File: src/rtl/uart_tx_scheduler.sv
// Round-robin scheduler that shares one UART transmitter among NUM_REQ byte sources,
// with bounded bursts per grant and a watchdog on every frame's tx_done.
module uart_tx_scheduler #(
  parameter int NUM_REQ   = 4,
  parameter int MAX_BURST = 4,
  parameter int TIMEOUT   = 65535
) (
  input  logic                 clk,
  input  logic                 reset_n,
  input  logic [NUM_REQ-1:0]   req_valid,
  input  logic [8*NUM_REQ-1:0] req_data,
  output logic [NUM_REQ-1:0]   req_ready,
  output logic                 send,
  output logic [7:0]           data_in,
  input  logic                 tx_done,
  input  logic                 tx_active,
  output logic [2:0]           grant_id,
  output logic                 busy,
  output logic                 timeout_err
);

  localparam int               IDX_W     = $clog2(NUM_REQ);
  localparam logic [3:0]       BURST_MAX = 4'(MAX_BURST);
  localparam logic [19:0]      WD_LAST   = 20'(TIMEOUT - 1);
  localparam logic [IDX_W-1:0] IDX_LAST  = IDX_W'(NUM_REQ - 1);

  typedef enum logic [1:0] {IDLE, SEND, WAIT} state_t;

  state_t           state_q, state_d;
  logic [IDX_W-1:0] rr_ptr_q, rr_ptr_d;
  logic [IDX_W-1:0] grant_q, grant_d;
  logic [IDX_W-1:0] pick_idx, scan_idx, grant_next;
  logic             pick_found;
  logic [3:0]       burst_cnt_q, burst_cnt_d;
  logic [19:0]      wd_cnt_q, wd_cnt_d;
  logic [7:0]       data_in_q, data_in_d;
  logic [7:0]       req_byte [NUM_REQ];
  logic             tx_active_unused;

  // tx_active is status only; sequencing relies solely on tx_done.
  assign tx_active_unused = tx_active;

  for (genvar g = 0; g < NUM_REQ; g++) begin : g_req_byte
    assign req_byte[g] = req_data[8*g +: 8];
  end

  // Scan from the farthest offset back to rr_ptr so the closest valid requester wins.
  always_comb begin
    pick_found = 1'b0;
    pick_idx   = '0;
    scan_idx   = '0;
    for (int i = NUM_REQ - 1; i >= 0; i--) begin
      scan_idx = IDX_W'((int'(rr_ptr_q) + i) % NUM_REQ);
      if (req_valid[scan_idx]) begin
        pick_found = 1'b1;
        pick_idx   = scan_idx;
      end
    end
  end

  assign grant_next = (grant_q == IDX_LAST) ? '0 : grant_q + 1'b1;

  always_comb begin
    state_d     = state_q;
    rr_ptr_d    = rr_ptr_q;
    grant_d     = grant_q;
    burst_cnt_d = burst_cnt_q;
    wd_cnt_d    = wd_cnt_q;
    data_in_d   = data_in_q;
    req_ready   = '0;
    send        = 1'b0;
    timeout_err = 1'b0;
    case (state_q)
      IDLE: begin
        if (pick_found) begin
          req_ready[pick_idx] = 1'b1;
          data_in_d           = req_byte[pick_idx];
          grant_d             = pick_idx;
          burst_cnt_d         = 4'd1;
          state_d             = SEND;
        end
      end
      SEND: begin
        send     = 1'b1;
        wd_cnt_d = '0;
        state_d  = WAIT;
      end
      WAIT: begin
        wd_cnt_d = wd_cnt_q + 20'd1;
        // Completion takes priority over a watchdog expiry in the same cycle.
        if (tx_done) begin
          if (req_valid[grant_q] && (burst_cnt_q < BURST_MAX)) begin
            req_ready[grant_q] = 1'b1;
            data_in_d          = req_byte[grant_q];
            burst_cnt_d        = burst_cnt_q + 4'd1;
            state_d            = SEND;
          end else begin
            rr_ptr_d = grant_next;
            state_d  = IDLE;
          end
        end else if (wd_cnt_q >= WD_LAST) begin
          timeout_err = 1'b1;
          rr_ptr_d    = grant_next;
          state_d     = IDLE;
        end
      end
      default: state_d = IDLE;
    endcase
  end

  always_ff @(posedge clk or negedge reset_n) begin
    if (!reset_n) begin
      state_q     <= IDLE;
      rr_ptr_q    <= '0;
      grant_q     <= '0;
      burst_cnt_q <= '0;
      wd_cnt_q    <= '0;
      data_in_q   <= 8'h00;
    end else begin
      state_q     <= state_d;
      rr_ptr_q    <= rr_ptr_d;
      grant_q     <= grant_d;
      burst_cnt_q <= burst_cnt_d;
      wd_cnt_q    <= wd_cnt_d;
      data_in_q   <= data_in_d;
    end
  end

  assign data_in  = data_in_q;
  assign grant_id = 3'(grant_q);
  assign busy     = (state_q != IDLE);

endmodule

File: config.mk
export PLATFORM = sky130hd
export DESIGN_NAME = uart_tx_scheduler
export DESIGN_NICKNAME = d
export VERILOG_FILES = /design/src/rtl/uart_tx_scheduler.sv
export SDC_FILE = /design/constraint.sdc
export NUM_CORES = 1
export LEC_CHECK = 0
export CAP_MARGIN = 20
export CORE_UTILIZATION = 36
export CTS_CLUSTER_SIZE = 12
export DETAILED_ROUTE_END_ITERATION = 8
export GPL_TIMING_DRIVEN = 1
export PLACE_DENSITY = 0.58
export SYNTH_ARGS = -nofsm -noshare
export SYNTH_HDL_FRONTEND = slang
export SYNTH_SLANG_ARGS = --single-unit
File: constraint.sdc
create_clock -name clk -period 5.3 [get_ports clk]
set_input_delay 0.53 -clock clk [delete_from_list [all_inputs] [get_ports clk]]
set_output_delay 0.53 -clock clk [all_outputs]
set_load 0.01 [all_outputs]
==> flow_metrics.py, run 1 <==
metrics = {
    "global_route": {
        "grt_first_pass_wirelength_mm": 11.9,
        "grt_start_max_net_pins": 39,
        "overflow": 0,
        "grt_pass1_vias": 2329,
        "antenna_found_initial": 0,
        "groute.usage.overall": 0.178,
    },
    "logic_synthesis": {
        "synth_nets": 361,
        "synth_area_um2": 2910,
        "synth_flop_cell": "dfrtp_1",
        "netlist_instances": 310,
        "synth_edf_count": 0,
        "synth.area.top_cells": "dfrtp_1 (33%), mux4_2 (7.0%), nor3b_1 (4.9%), ha_1 (4.7%), nand3_1 (4.1%)",
        "ys_seq_area_frac": 0.326,
        "avgSynthCellArea_um2": 9.40,
        "ys_ff_latch": 38,
        "post-synth-top-count-cell": "dfrtp_1",
        "ys_async_sr_fraction": 1.00,
        "synth.largest_area_cell": "dfrtp_1",
        "yosys-top-cells-count": "dfrtp_1 (38), nand3_1 (24), nor2_1 (22)",
        "synth_top_area_share": 0.326,
        "ys_types": 51,
        "yosys_warnings": 0,
    },
    "power_and_ir_drop": {
        "switching_share": 0.429,
        "power_frac_clock": 0.142,
        "power_density_nw_per_um2": 416,
        "p_seq_frac": 0.315,
        "pwr-share-comb": 0.543,
        "switching_power_uw": 629,
        "intPower_uw": 839,
        "peakVddDrop_v": 0.000236,
        "power_leakage_uw": 0.00138,
    },
    "placement": {
        "gp_congestion": 0.824,
        "hpwl_mm": 5.50,
        "portBuffers": 55,
    },
    "routing": {
        "met1_length_mm": 3.59,
        "dr.max_layer_used": "met4",
        "wl_met3_um": 278,
        "wire_per_inst_um": 16.5,
        "vias_per_cell": 5.58,
        "vias": 2529,
        "drt_iter0_markers": 142,
        "first_pass_iters": 4,
        "met2_length_mm": 3.54,
        "drtAntennaViolNets": 0,
        "finalWirelength_mm": 7.46,
        "drcViolationCount": 0,
    },
    "worst_setup_path": {
        "cp.required_ps": 4770,
        "crit_fanout": 27,
        "cp_common_cell": "clkdlybuf4s50_1",
        "crit_buf_inv": 2,
        "critPathArrivalTime_ps": 3570,
        "r2r_cells": 5,
        "reg2reg_to": "data_in[1]",
        "critPathTopFamily": "simple AND/OR/NAND/NOR gates",
        "worst_path_largest_cell_delay_ps": 890,
        "crit_path_cell_trace": "clkdlybuf4s50_1 > or2_1 > and4b_1 > nor2_1 > o31ai_1 > clkdlybuf4s50_1",
        "r2r-start": "rr_ptr_q[1]",
        "start_kind": "input pin",
        "critical_path_class": "in2out",
        "reg2reg_setup_slack_ps": 2700,
        "slowest_stage": "and4b_1",
        "end_kind": "output port",
    },
    "clock_tree": {
        "cts_tree": "done",
        "clock_latency_ps": 280,
        "cts_buffers": 5,
        "clk_pin_slew_ps": 80,
        "postCtsSetupBuffers": 0,
        "ctsHtreeMaxLevel": 2,
        "cts_buffer_depth": 2,
        "clock-root-buffer": "clkbuf_8",
        "cts_resized": 0,
        "numClockSinks": 38,
        "hold_buffers": 0,
    },
    "outcome": {
        "status": "completed",
    },
    "floorplan": {
        "rows": 32,
        "initial_utilization": 0.375,
        "die-height_um": 92.0,
        "core_um2": 7770,
        "die-area_um2": 8450,
        "die_w_um": 92.0,
        "num_io_pins": 58,
    },
    "timing": {
        "final_hold_viol_count": 0,
        "fin_crit_ps": 4100,
        "relSlewSlack": 0.347,
        "worst_pin_slew_ps": 969,
        "rsz0062_at_grt": "no",
        "finalSetupViolCount": 0,
        "finalSetupTns_ps": 0,
        "holdWs_ps": 349,
        "finClkSkew_ps": 7.06,
        "fmax_mhz": 244,
        "fin_crit_sh": 0.773,
        "slew_viol_final": 0,
    },
    "worst_hold_path": {
        "hp-class": "in2async",
    },
    "final_layout": {
        "final_nets": 401,
        "seq_area_um2": 951,
        "diodes": 0,
        "nFillCells": 764,
        "area_growth_pct": 21.3,
        "multiInputGateArea_um2": 1770,
        "drive_above_1_share": 0.0798,
    },
    "job": {
        "max_cap_viol_count": 0,
    },
}
[through the flow]
step | total power [uW] | cell area [um2] | util | worst slack [ps] | std cells
after floorplan | 1000 | 2910 | - | 2890 | 310
after global placement | 1250 | 3430 | 0.442 | 1240 | 444
after detailed placement | 1250 | 3430 | 0.442 | 1190 | 444
after CTS | 1470 | 3530 | 0.454 | 1190 | 452
after global routing | 1590 | 3530 | 0.455 | 1010 | 453
final | 1470 | 3530 | 0.455 | 1200 | 453
[sequential cells by signal, indices dropped and copies added (netlist names)]
register,count
burst_cnt_q,4
data_in,8
grant_q,2
rr_ptr_q,2
state_q,2
wd_cnt_q,20
[placed cells by master (no fill, tap or decap), types with 4 or more instances in the layout]
cell	synthesis	layout
nand2b_1	5	5
o21a_1	8	8
nand4_1	12	12
o21ai_0	6	6
a21boi_1	4	4
and3_1	7	7
a22o_1	5	5
nor2b_1	9	9
o32ai_1	8	8
o21ai_1	8	8
xor2_1	8	8
nand3_1	24	24
clkdlybuf4s50_1	0	54
nor3_1	7	7
a21oi_1	5	5
nor3b_1	19	19
inv_1	9	9
nand2_1	13	13
xnor2_1	6	6
ha_1	11	11
o221ai_1	8	8
dfrtp_1	38	38
nor2_1	22	22
a21boi_0	5	5
mux4_2	9	9
clkbuf_8	0	6
[cells by family (layout without fill, tap and decap cells)]
group	Yosys count	after routing	synth area share
other cells	1	1	0.00129
flops	38	38	0.326
buf+inv	32	73	0.0644
xor+xnor	14	14	0.0421
fa+ha+maj	11	11	0.0473
compound gates	67	67	0.176
mux	13	13	0.0846
simple gates	134	134	0.258
[power groups by stage]
stage          clock network [uW]  logic, uW  registers (uW)
2_1_floorplan                   0        580             420
3_3_place_gp                    0        783             468
3_5_place_dp                    0        786             469
4_1_cts                       218        792             463
5_1_grt                       231        876             480
6_report                      209        798             462
[worst max path at each step]
stage	end	start	cells after the start	slack [ps]
finish	req_ready[3]	req_valid[3]	6	1200
global route	req_ready[3]	req_valid[3]	6	1010
CTS	req_ready[3]	req_valid[3]	6	1190
detailed placement	req_ready[3]	req_valid[3]	6	1190
global placement	req_ready[3]	req_valid[3]	6	1240
floorplan	req_ready[2]	req_valid[3]	6	2890
[layout make-up]
class	count	share of cell area
sequential	38	0.269
tap	102	0.0361
multi-input combinational	240	0.502
clock inverter	2	0.00354
timing repair buffer	56	0.156
inverter	9	0.00956
clock buffer	6	0.0234
[worst reg2reg max path: stages (launching register included)]
cell and delay [ps]:
dfrtp_1 760, nand2_1 140, a311oi_2 680, or2_1 510, o32ai_1 250, o21ai_1 170
[per-layer routing]
layer / up-vias / global-route usage
li1: 1225 / -
met1: 1239 / 0.255
met2: 59 / 0.275
met3: 6 / 0.0332
met4: 0 / 0.0417
met5: - / 0
Power figures use the tool's default switching activity.
==> run 2: changes to the inputs <==
- clock period: 5.3 -> 4.07 ns (I/O delays scaled with it)
==> flow_metrics.py, run 2 (synthesized netlist as in run 1, its figures left out) <==
metrics = {
    "timing": {
        "final_hold_viol_count": 0,
        "relSlewSlack": 0.418,
        "finClkSkew_ps": 16.7,
        "fin_crit_ps": 3410,
        "rsz0062_at_grt": "no",
        "finalSetupViolCount": 0,
        "slew_viol_final": 0,
        "finalSetupTns_ps": 0,
        "fin_crit_sh": 0.838,
        "worst_pin_slew_ps": 873,
        "fmax_mhz": 293,
    },
    "clock_tree": {
        "cts_resized": 0,
        "clk_pin_slew_ps": 90,
        "numClockSinks": 38,
        "clock_latency_ps": 300,
        "cts_buffers": 5,
        "cts_tree": "done",
        "clock-root-buffer": "clkbuf_8",
        "ctsHtreeMaxLevel": 2,
        "hold_buffers": 0,
        "cts_buffer_depth": 2,
        "postCtsSetupBuffers": 0,
    },
    "worst_setup_path": {
        "start_kind": "input pin",
        "cp.required_ps": 3660,
        "crit_fanout": 13,
        "critPathArrivalTime_ps": 3000,
        "r2r-start": "rr_ptr_q[1]",
        "reg2reg_setup_slack_ps": 1800,
        "startpoint": "req_valid[0]",
        "end_kind": "output port",
        "critical_path_class": "in2out",
    },
    "power_and_ir_drop": {
        "peakVddDrop_v": 0.000312,
        "power_density_nw_per_um2": 571,
        "power_frac_clock": 0.190,
        "switching_power_uw": 839,
        "switching_share": 0.406,
        "power_leakage_uw": 0.00143,
        "intPower_uw": 1230,
        "pwr-share-comb": 0.543,
        "p_seq_frac": 0.267,
    },
    "floorplan": {
        "core_um2": 7770,
        "num_io_pins": 58,
        "die-area_um2": 8450,
        "rows": 32,
        "initial_utilization": 0.375,
        "die-height_um": 92.0,
        "die_w_um": 92.0,
    },
    "final_layout": {
        "final_core_util": 0.466,
        "nFillCells": 783,
        "final_cell_mix": "clkdlybuf4s50_1 (54), dfrtp_1 (38), nand3_1 (24)",
        "drive_above_1_share": 0.0952,
        "largest_reg_flops": 20,
        "final_nets": 407,
        "diodes": 0,
        "layout_commonest_cell": "clkdlybuf4s50_1",
        "area_growth_pct": 24.4,
        "multiInputGateArea_um2": 1770,
        "regMostFlops": "wd_cnt_q",
        "seq_area_um2": 951,
    },
    "routing": {
        "vias": 2589,
        "drtAntennaViolNets": 0,
        "vias_per_cell": 5.64,
        "drcViolationCount": 0,
        "first_pass_iters": 4,
        "wire_per_inst_um": 16.5,
        "finalWirelength_mm": 7.58,
        "drt_iter0_markers": 110,
    },
    "global_route": {
        "grt_start_max_net_pins": 39,
        "overflow": 0,
        "groute.usage.overall": 0.185,
        "antenna_found_initial": 0,
        "grt_pass1_vias": 2344,
        "grt_first_pass_wirelength_mm": 12.3,
    },
    "job": {
        "max_cap_viol_count": 0,
    },
    "placement": {
        "hpwl_mm": 5.58,
        "portBuffers": 55,
        "gp_congestion": 0.851,
    },
    "outcome": {
        "status": "completed",
    },
    "worst_hold_path": {
        "hp-class": "in2async",
    },
}
==> run 2: cell count changes in the layout (fill, tap and decap cells not counted) <==
cell | previous run | this run
buf_4 | 1 | 7
bufinv_16 | 0 | 2
clkbuf_8 | 6 | 5
clkinv_2 | 1 | 0
clkinv_4 | 0 | 1
clkinvlp_4 | 1 | 0
==> run 2: power groups by stage <==
stage | clock, uW | combinational [uW] | sequential [uW]
after floorplan | 0 | 755 | 547
after global placement | 0 | 1100 | 559
after detailed placement | 0 | 1110 | 558
after CTS | 402 | 1120 | 552
after global routing | 412 | 1230 | 564
final | 394 | 1120 | 552
==> run 2: path summary, 6_finish.rpt <==
kind | end | cells after the start
max | req_ready[2] | 6
min | wd_cnt_q[14] | 1
max reg2reg | data_in[6] | 6
min reg2reg | burst_cnt_q[0] | 1
max in group asynchronous | data_in[4] | 1
min in group clk | burst_cnt_q[0] | 1
==> run 2: area by class of cell <==
cell class              count  share of cell area
inverters                   9             0.00933
well taps                 102              0.0352
multi-input cells         240               0.490
repair buffers             62               0.165
flip-flops and latches     38               0.263
clock inverters             3              0.0190
clock buffers               5              0.0190
==> run 2: worst max-delay path, stage by stage <==
cell and delay (ps):
clkdlybuf4s50_1 510, nand2b_1 360, a21oi_2 200, or2_1 450, o41ai_1 460, clkdlybuf4s50_1 610
==> run 2: routing by layer <==
metal,track usage,vias up,wire (um)
met5,0,-,0
met4,0.0469,0,76
met2,0.277,66,3470
met3,0.0265,7,286
met1,0.278,1278,3750
li1,-,1238,-
==> run 2: stage by stage <==
step	hold slack (ps)	setup slack, ps	instances	power (uW)	instance area (um2)
floorplan	111	1900	310	1300	2910
global placement	465	628	450	1660	3480
detailed placement	477	648	450	1670	3480
CTS	244	648	458	2070	3610
global route	276	445	459	2210	3620
finish	214	659	459	2070	3620
